==> src/rtl/sw_debounce.sv <==
// -----------------------------------------------------------------------------
// sw_debounce
//
// Conditions the board slide switches. Each raw pin is brought into the clk
// domain through a two-flop synchroniser and then debounced by its own
// stability counter. The clean levels are published as a bus and, in
// addition, every accepted level change is reported once through a
// valid/ready event stream.
//
// Parameters
//   WIDTH      number of switch inputs
//   DB_CYCLES  consecutive stable cycles needed to accept a new level
//              (legal range 1 .. 2**CNT_W-1)
//   CNT_W      width of each per-bit stability counter
//
// Ports
//   clk        system clock, all state on its rising edge
//   rst_n      asynchronous active-low reset
//   sw         raw switch pins (asynchronous, may bounce)
//   sw_clean   debounced switch levels
//   evt_valid  a change event is pending
//   evt_ready  consumer accepts the pending event this cycle
//   evt_data   sw_clean value after the most recent change
//   evt_mask   bits changed since the last accepted event (1 = changed)
//   overrun    one-cycle pulse: a change was merged into an unaccepted event
// -----------------------------------------------------------------------------
module sw_debounce #(
  parameter int WIDTH     = 8,
  parameter int DB_CYCLES = 50000,
  parameter int CNT_W     = 16
) (
  input  logic             clk,
  input  logic             rst_n,
  input  logic [WIDTH-1:0] sw,
  output logic [WIDTH-1:0] sw_clean,
  output logic             evt_valid,
  input  logic             evt_ready,
  output logic [WIDTH-1:0] evt_data,
  output logic [WIDTH-1:0] evt_mask,
  output logic             overrun
);

  // Terminal count: reaching it while the input still disagrees flips the
  // clean level, so a new level needs DB_CYCLES consecutive disagreeing cycles.
  localparam logic [CNT_W-1:0] CNT_LAST = CNT_W'(DB_CYCLES - 1);

  // Synchroniser
  logic [WIDTH-1:0] s1_q;
  logic [WIDTH-1:0] s2_q;

  // Debounce state
  logic [WIDTH-1:0][CNT_W-1:0] cnt_q;
  logic [WIDTH-1:0][CNT_W-1:0] cnt_d;
  logic [WIDTH-1:0]            clean_q;
  logic [WIDTH-1:0]            clean_d;
  logic [WIDTH-1:0]            chg;

  // Event state
  logic             evt_valid_q;
  logic             evt_valid_d;
  logic [WIDTH-1:0] evt_data_q;
  logic [WIDTH-1:0] evt_data_d;
  logic [WIDTH-1:0] evt_mask_q;
  logic [WIDTH-1:0] evt_mask_d;
  logic             overrun_q;
  logic             overrun_d;

  // ---------------------------------------------------------------------------
  // Two-flop synchroniser; nothing else looks at the raw pins.
  // ---------------------------------------------------------------------------
  always_ff @(posedge clk or negedge rst_n) begin
    if (!rst_n) begin
      s1_q <= '0;
      s2_q <= '0;
    end else begin
      s1_q <= sw;
      s2_q <= s1_q;
    end
  end

  // ---------------------------------------------------------------------------
  // Per-bit stability counters. The counter only runs while the synchronised
  // input disagrees with the clean level; any cycle of agreement clears it.
  // At the terminal count the clean bit flips and the counter clears, so it
  // can never exceed CNT_LAST and never wraps.
  // ---------------------------------------------------------------------------
  genvar gi;
  generate
    for (gi = 0; gi < WIDTH; gi++) begin : g_bit
      logic diff;
      logic at_last;

      assign diff       = s2_q[gi] ^ clean_q[gi];
      assign at_last    = (cnt_q[gi] == CNT_LAST);
      assign chg[gi]    = diff & at_last;
      assign cnt_d[gi]  = (diff && !at_last) ? cnt_q[gi] + 1'b1 : '0;
    end
  endgenerate

  assign clean_d = clean_q ^ chg;

  always_ff @(posedge clk or negedge rst_n) begin
    if (!rst_n) begin
      cnt_q   <= '0;
      clean_q <= '0;
    end else begin
      cnt_q   <= cnt_d;
      clean_q <= clean_d;
    end
  end

  // ---------------------------------------------------------------------------
  // Event register. Decisions use only registered evt_valid plus evt_ready, so
  // evt_ready never reaches evt_valid combinationally.
  // A change arriving on the same edge as a handshake starts a fresh event
  // (the accepted mask is not carried over). A change arriving while the
  // event is pending and not accepted is merged and flagged as an overrun.
  // ---------------------------------------------------------------------------
  always_comb begin
    evt_valid_d = evt_valid_q;
    evt_data_d  = evt_data_q;
    evt_mask_d  = evt_mask_q;
    overrun_d   = 1'b0;

    if (chg != '0) begin
      evt_valid_d = 1'b1;
      evt_data_d  = clean_d;
      if (!evt_valid_q || evt_ready) begin
        evt_mask_d = chg;
      end else begin
        evt_mask_d = evt_mask_q | chg;
        overrun_d  = 1'b1;
      end
    end else if (evt_valid_q && evt_ready) begin
      // Accepted with nothing new: data and mask hold until the next load.
      evt_valid_d = 1'b0;
    end
  end

  always_ff @(posedge clk or negedge rst_n) begin
    if (!rst_n) begin
      evt_valid_q <= 1'b0;
      evt_data_q  <= '0;
      evt_mask_q  <= '0;
      overrun_q   <= 1'b0;
    end else begin
      evt_valid_q <= evt_valid_d;
      evt_data_q  <= evt_data_d;
      evt_mask_q  <= evt_mask_d;
      overrun_q   <= overrun_d;
    end
  end

  assign sw_clean  = clean_q;
  assign evt_valid = evt_valid_q;
  assign evt_data  = evt_data_q;
  assign evt_mask  = evt_mask_q;
  assign overrun   = overrun_q;

endmodule

==> config.mk <==
export PLATFORM = sky130hd
export DESIGN_NAME = sw_debounce
export DESIGN_NICKNAME = d
export VERILOG_FILES = /design/src/rtl/sw_debounce.sv
export SDC_FILE = /design/constraint.sdc
export NUM_CORES = 1
export LEC_CHECK = 0
export BUFFER_PORTS_ARGS = -buffer_cell sky130_fd_sc_hd__buf_2
export CORE_MARGIN = 2
export CORE_UTILIZATION = 35
export DETAILED_ROUTE_END_ITERATION = 10
export GPL_TIMING_DRIVEN = 1
export SLEW_MARGIN = 20
export SYNTH_ARGS = -nofsm -noshare
export SYNTH_HDL_FRONTEND = slang
export SYNTH_SLANG_ARGS = --single-unit
==> constraint.sdc <==
create_clock -name clk -period 2.3 [get_ports clk]
set_input_delay 0.46 -clock clk [delete_from_list [all_inputs] [get_ports clk]]
set_output_delay 0.46 -clock clk [all_outputs]
set_load 0.05 [all_outputs]
## Word-level counts from Yosys, hierarchy flattened

Index checks and enable logic that the tools add are counted.

| storage, ports and cells | value |
|---|---|
| bits in registers | 170 |
| input bits | 11 |
| output and inout port bits | 26 |
| logic and storage cells | 83 |

| cells by class | value |
|---|---|
| add/subtract/negate cells | 8 |
| eq/ne operators | 8 |
| mux-type cells | 13 |
| bitwise logic cells | 18 |
| reductions and logical operators | 21 |

Operator list:

| kind | count |
|---|---|
| $add A16 B1 Y16 const B | 8 |
| $eq A16 B16 Y1 const B | 8 |
| $mux W16 | 8 |
| $logic_and A1 B1 Y1 | 9 |
| $logic_not A1 Y1 | 9 |
| $and A1 B1 Y1 | 8 |
| $mux W8 | 1 |
| $or A8 B8 Y8 | 1 |
| $reduce_bool A8 Y1 | 1 |
| $xor A1 B1 Y1 | 8 |
| $xor A8 B8 Y8 | 1 |
| $mux W1 | 4 |
| $reduce_bool A2 Y1 | 1 |
| $logic_or A1 B1 Y1 | 1 |

## Longest topological paths before layout

| logic depth | value |
|---|---|
| word-level depth | 4 |
| mapped depth | 8 |
| depth with buffers taken out | 7 |

## Worst setup path after synthesis

Ideal clock, no wire load.

| timing path | value |
|---|---|
| path type | register to register |
| from | register cnt_q[64] in the netlist's numbering |
| to | register evt_data_q[0], in the netlist evt_data[0] |
| library setup time | 128 ps |
| arrival time | 1,872 ps |
| data required time | 2,172 ps |
| setup slack | 300 ps |
| stages on the path, launching flop included | 8 |
| path buffers | 0 |
| clock period less this slack | 2,000 ps |
| path through | dfrtp_1 > ha_1 > and3_1 > nand4_1 > nor2b_2 > nor4_4 > nand2_2 > mux2_1 |

| on the way | value |
|---|---|
| cells in the longest elaborated chain, start to end | 3 |

Ends and longest elaborated chain:

| element | RTL line | text |
|---|---|---|
| start, declared | 52 | `logic [WIDTH-1:0][CNT_W-1:0] cnt_q;` |
| start signal, assigned | 107 | `cnt_q <= cnt_d;` |
| $eq A16 B16 Y1 | 94 | `assign at_last = (cnt_q[gi] == CNT_LAST);` |
| $and A1 B1 Y1 | 95 | `assign chg[gi] = diff & at_last;` |
| $reduce_bool A8 Y1 | 125 | `if (chg != '0) begin` |
| end signal, assigned | 148 | `evt_data_q <= evt_data_d;` |
| end, declared | 61 | `logic [WIDTH-1:0] evt_data_q;` |

Every way passes these cells.
A chain may end at the register's enable or synchronous reset.

## Worst setup path in the final report

| timing path | value |
|---|---|
| from | register cnt_q[96] in the netlist's numbering |
| to | register evt_data_q[7], in the netlist evt_data[7] |

The elaborated chain is that of the path after synthesis.

==> reports/metrics.yaml <==
outcome:
  status: "completed"
cells_and_area:
  drive_gt1_share_pct: 12.70
  fin_util_pct: 41.18
  antenna_cells: 0
  synthToLayoutAreaGrowth_pct: 14.96
  final_nets: 755
  fin_cells: 1023
placement:
  port_buffers: 36
  dp_hpwl_um: 9759
  place.gp.congestion: 0.7979
  placedCellCount: 991
  place_ws_ps: 116.2
min_path:
  hold_path_class: "primary input to flop"
worst_setup_path:
  worst-path-max-fanout: 8
  start_kind: "flop"
  required_ps: 2600
  crit_path_end_kind: "flop"
  cp.arrival_ps: 2440
  crit_type: "flop to flop"
sta:
  min_period_ps: 2132
  slew_viol_final: 0
  fmax_ghz: 0.4691
  finalCritPeriodShare_pct: 92.68
  hold_viol_final: 0
  clock_skew_ps: 8.032
  worst_slack_ps: 168.4
  fin_tns_setup_ps: 0
  rsz0062_at_grt: "no"
  setup_viol: 0
  tightest_slew_ps: 535.0
  slew_headroom_pct: 64.25
routing:
  drt-total-wl_um: 14060
  vias: 4867
  route.detailed.drc: 0
  drtAntennaViolNets: 0
  drtIter0Drc: 274
  avgRoutedWirePerCell_um: 13.74
  drt_pass1_iterations: 4
  viasPerCell: 4.758
synth:
  avgSynthCellArea_um2: 11.06
  synthesis.nets: 702
  synth_cells: 683
  synth_edf_count: 0
  ys_warn_count: 0
  yosysSeqAreaShare_pct: 56.31
  synth_ff_type: "dfrtp_1"
  ys_seq_elements: 170
  synthArstFlopShare_pct: 100.0
  synth_cell_types: 39
  syn-cell-area_mm2: 0.007555
clocking:
  postCtsSetupBuffers: 0
  root_buffer: "clkbuf_16"
  h-tree-depth: 4
  cts_tree: "built"
  clk_latency_ps: 420
  cts_max_path_buffers: 2
  cts.reportedPaths.clkPinSlew_ps: 60
  cts_sinks: 170
  cts_buffers: 17
global_route:
  track_usage_pct: 13.63
  antenna_found_initial: 0
  grt_pass1_wl_um: 24340
  grt_pass1_vias: 4812
  grt_max_degree: 55
  overflow: 0
die:
  die_area_mm2: 0.02278
  die-height_um: 150.9
  initial_core_util_pct: 35.83
  pin_count: 37
  num_rows: 53
  coreArea_mm2: 0.02109
  die_x_um: 150.9
pwr:
  power.density_mw_per_mm2: 685.7
  p_leak_nw: 4.043
  vdd_drop_max_v: 0.0005310
flow_run:
  maxCapViolations: 0
==> metrics by stage <==
| stage | hold slack, ps | cell area, µm² | power, W |
|---|---|---|---|
| 2_1_floorplan | 164.4 | 7555 | 0.003207 |
| 3_3_place_gp | 333.6 | 8114 | 0.003316 |
| 6_report | 137.1 | 8685 | 0.005955 |
| 4_1_cts | 118.3 | 8680 | 0.006050 |
| 5_1_grt | 113.2 | 8685 | 0.006194 |
| 3_5_place_dp | 336.4 | 8114 | 0.003316 |
==> per-layer routing <==
| layer | vias to the layer above | share of wire, % | global-route usage [%] |
|---|---|---|---|
| met4 | 0 | 0.89 | 4.019 |
| met5 | - | 0 | 0 |
| li1 | 2428 | - | - |
| met1 | 2378 | 49 | 18.87 |
| met2 | 50 | 47 | 21.09 |
| met3 | 11 | 3.3 | 3.645 |
==> state kept, by name (all words and copies together) (netlist names) <==
name       flops
cnt_q        128
evt_data       8
evt_mask       8
s1_q           8
s2_q           8
sw_clean       8
evt_valid      1
overrun        1
==> synthesized netlist by cell type (2+ instances only) <==
| cell | n | area share [%] |
|---|---|---|
| a21o_1 | 5 | 0.50 |
| a21oi_1 | 6 | 0.40 |
| and3_1 | 44 | 3.6 |
| and4_1 | 5 | 0.58 |
| and4bb_1 | 3 | 0.50 |
| and4bb_2 | 2 | 0.33 |
| clkbuf_1 | 8 | 0.40 |
| dfrtp_1 | 170 | 56 |
| ha_1 | 8 | 1.3 |
| inv_1 | 5 | 0.25 |
| mux2_1 | 8 | 1.2 |
| mux2_2 | 8 | 1.2 |
| nand2_1 | 44 | 2.2 |
| nand2b_1 | 2 | 0.17 |
| nand3_1 | 41 | 2.7 |
| nand4_1 | 22 | 1.8 |
| nand4_2 | 2 | 0.33 |
| nor2_1 | 135 | 6.7 |
| nor2b_2 | 3 | 0.35 |
| nor3_1 | 4 | 0.26 |
| nor4b_1 | 3 | 0.35 |
| nor4b_2 | 4 | 0.79 |
| nor4bb_1 | 11 | 1.5 |
| o21ai_0 | 5 | 0.33 |
| o2bb2ai_1 | 3 | 0.35 |
| or3_1 | 5 | 0.41 |
| xnor2_1 | 47 | 5.4 |
| xor2_1 | 69 | 8.0 |
==> where the power goes <==
part	switching [W]	internal (W)	total [W]
logic	0.000123	0.0000549	0.000178
clock network	0.00115	0.00155	0.00270
registers	0.0000402	0.00304	0.00308
==> cell usage in the layout (no fill, tap or decap), types with 17 or more instances in the layout <==
cell type and n:
and3_1 44, buf_2 35, clkbuf_16 17, dfrtp_1 170, nand2_1 44, nand3_1 41
nand4_1 22, nor2_1 135, xnor2_1 47, xor2_1 69
==> final timing paths <==
check	startpoint	cells past startpoint	slack, ps	end
min	sw[7]	1	140	s1_q[7]
max	cnt_q[96]	7	170	evt_data[7]
min reg2reg	s1_q[0]	0	350	s2_q[0]
min in group asynchronous	rst_n	2	560	cnt_q[37]
max in group asynchronous	rst_n	3	1060	cnt_q[56]
max reg2reg	cnt_q[96]	7	170	evt_data[7]
==> kinds of logic after synthesis <==
| logic type | after synthesis | share of synthesized area (%) |
|---|---|---|
| AO/OA/AOI/OAI | 21 | 1.872 |
| flip-flops | 170 | 56.31 |
| XOR/XNOR | 116 | 13.45 |
| buffers and inverters | 14 | 0.7950 |
| multiplexers | 16 | 2.385 |
| AND/OR/NAND/NOR | 338 | 23.87 |
| adder cells (fa/ha/maj) | 8 | 1.325 |
==> repair_timing <==
item                                   CTS  global route
hold buffers                             1             0
setup endpoints to repair                0             4
endpoints found under the hold margin   42             0
resized for setup                        0             1
==> cell type report <==
type,instances,area [µm²]
Clock buffer,22,464.2
Clock inverter,9,91.34
Fill cell,2065,12400
Inverter,5,18.77
Multi-Input combinational cell,499,3246
Sequential cell,170,4254
Tap cell,275,344.1
Timing Repair Buffer,43,266.5
==> worst max-delay path, stage by stage, from the launching register on <==
cell and delay [ps]:
dfrtp_1 400, ha_1 240, and3_1 210, nand4_1 140, and2b_1 250, nor4_4 260, nand2_4 170, mux2_1 340
No activity file was read; power rests on OpenSTA's default activity.
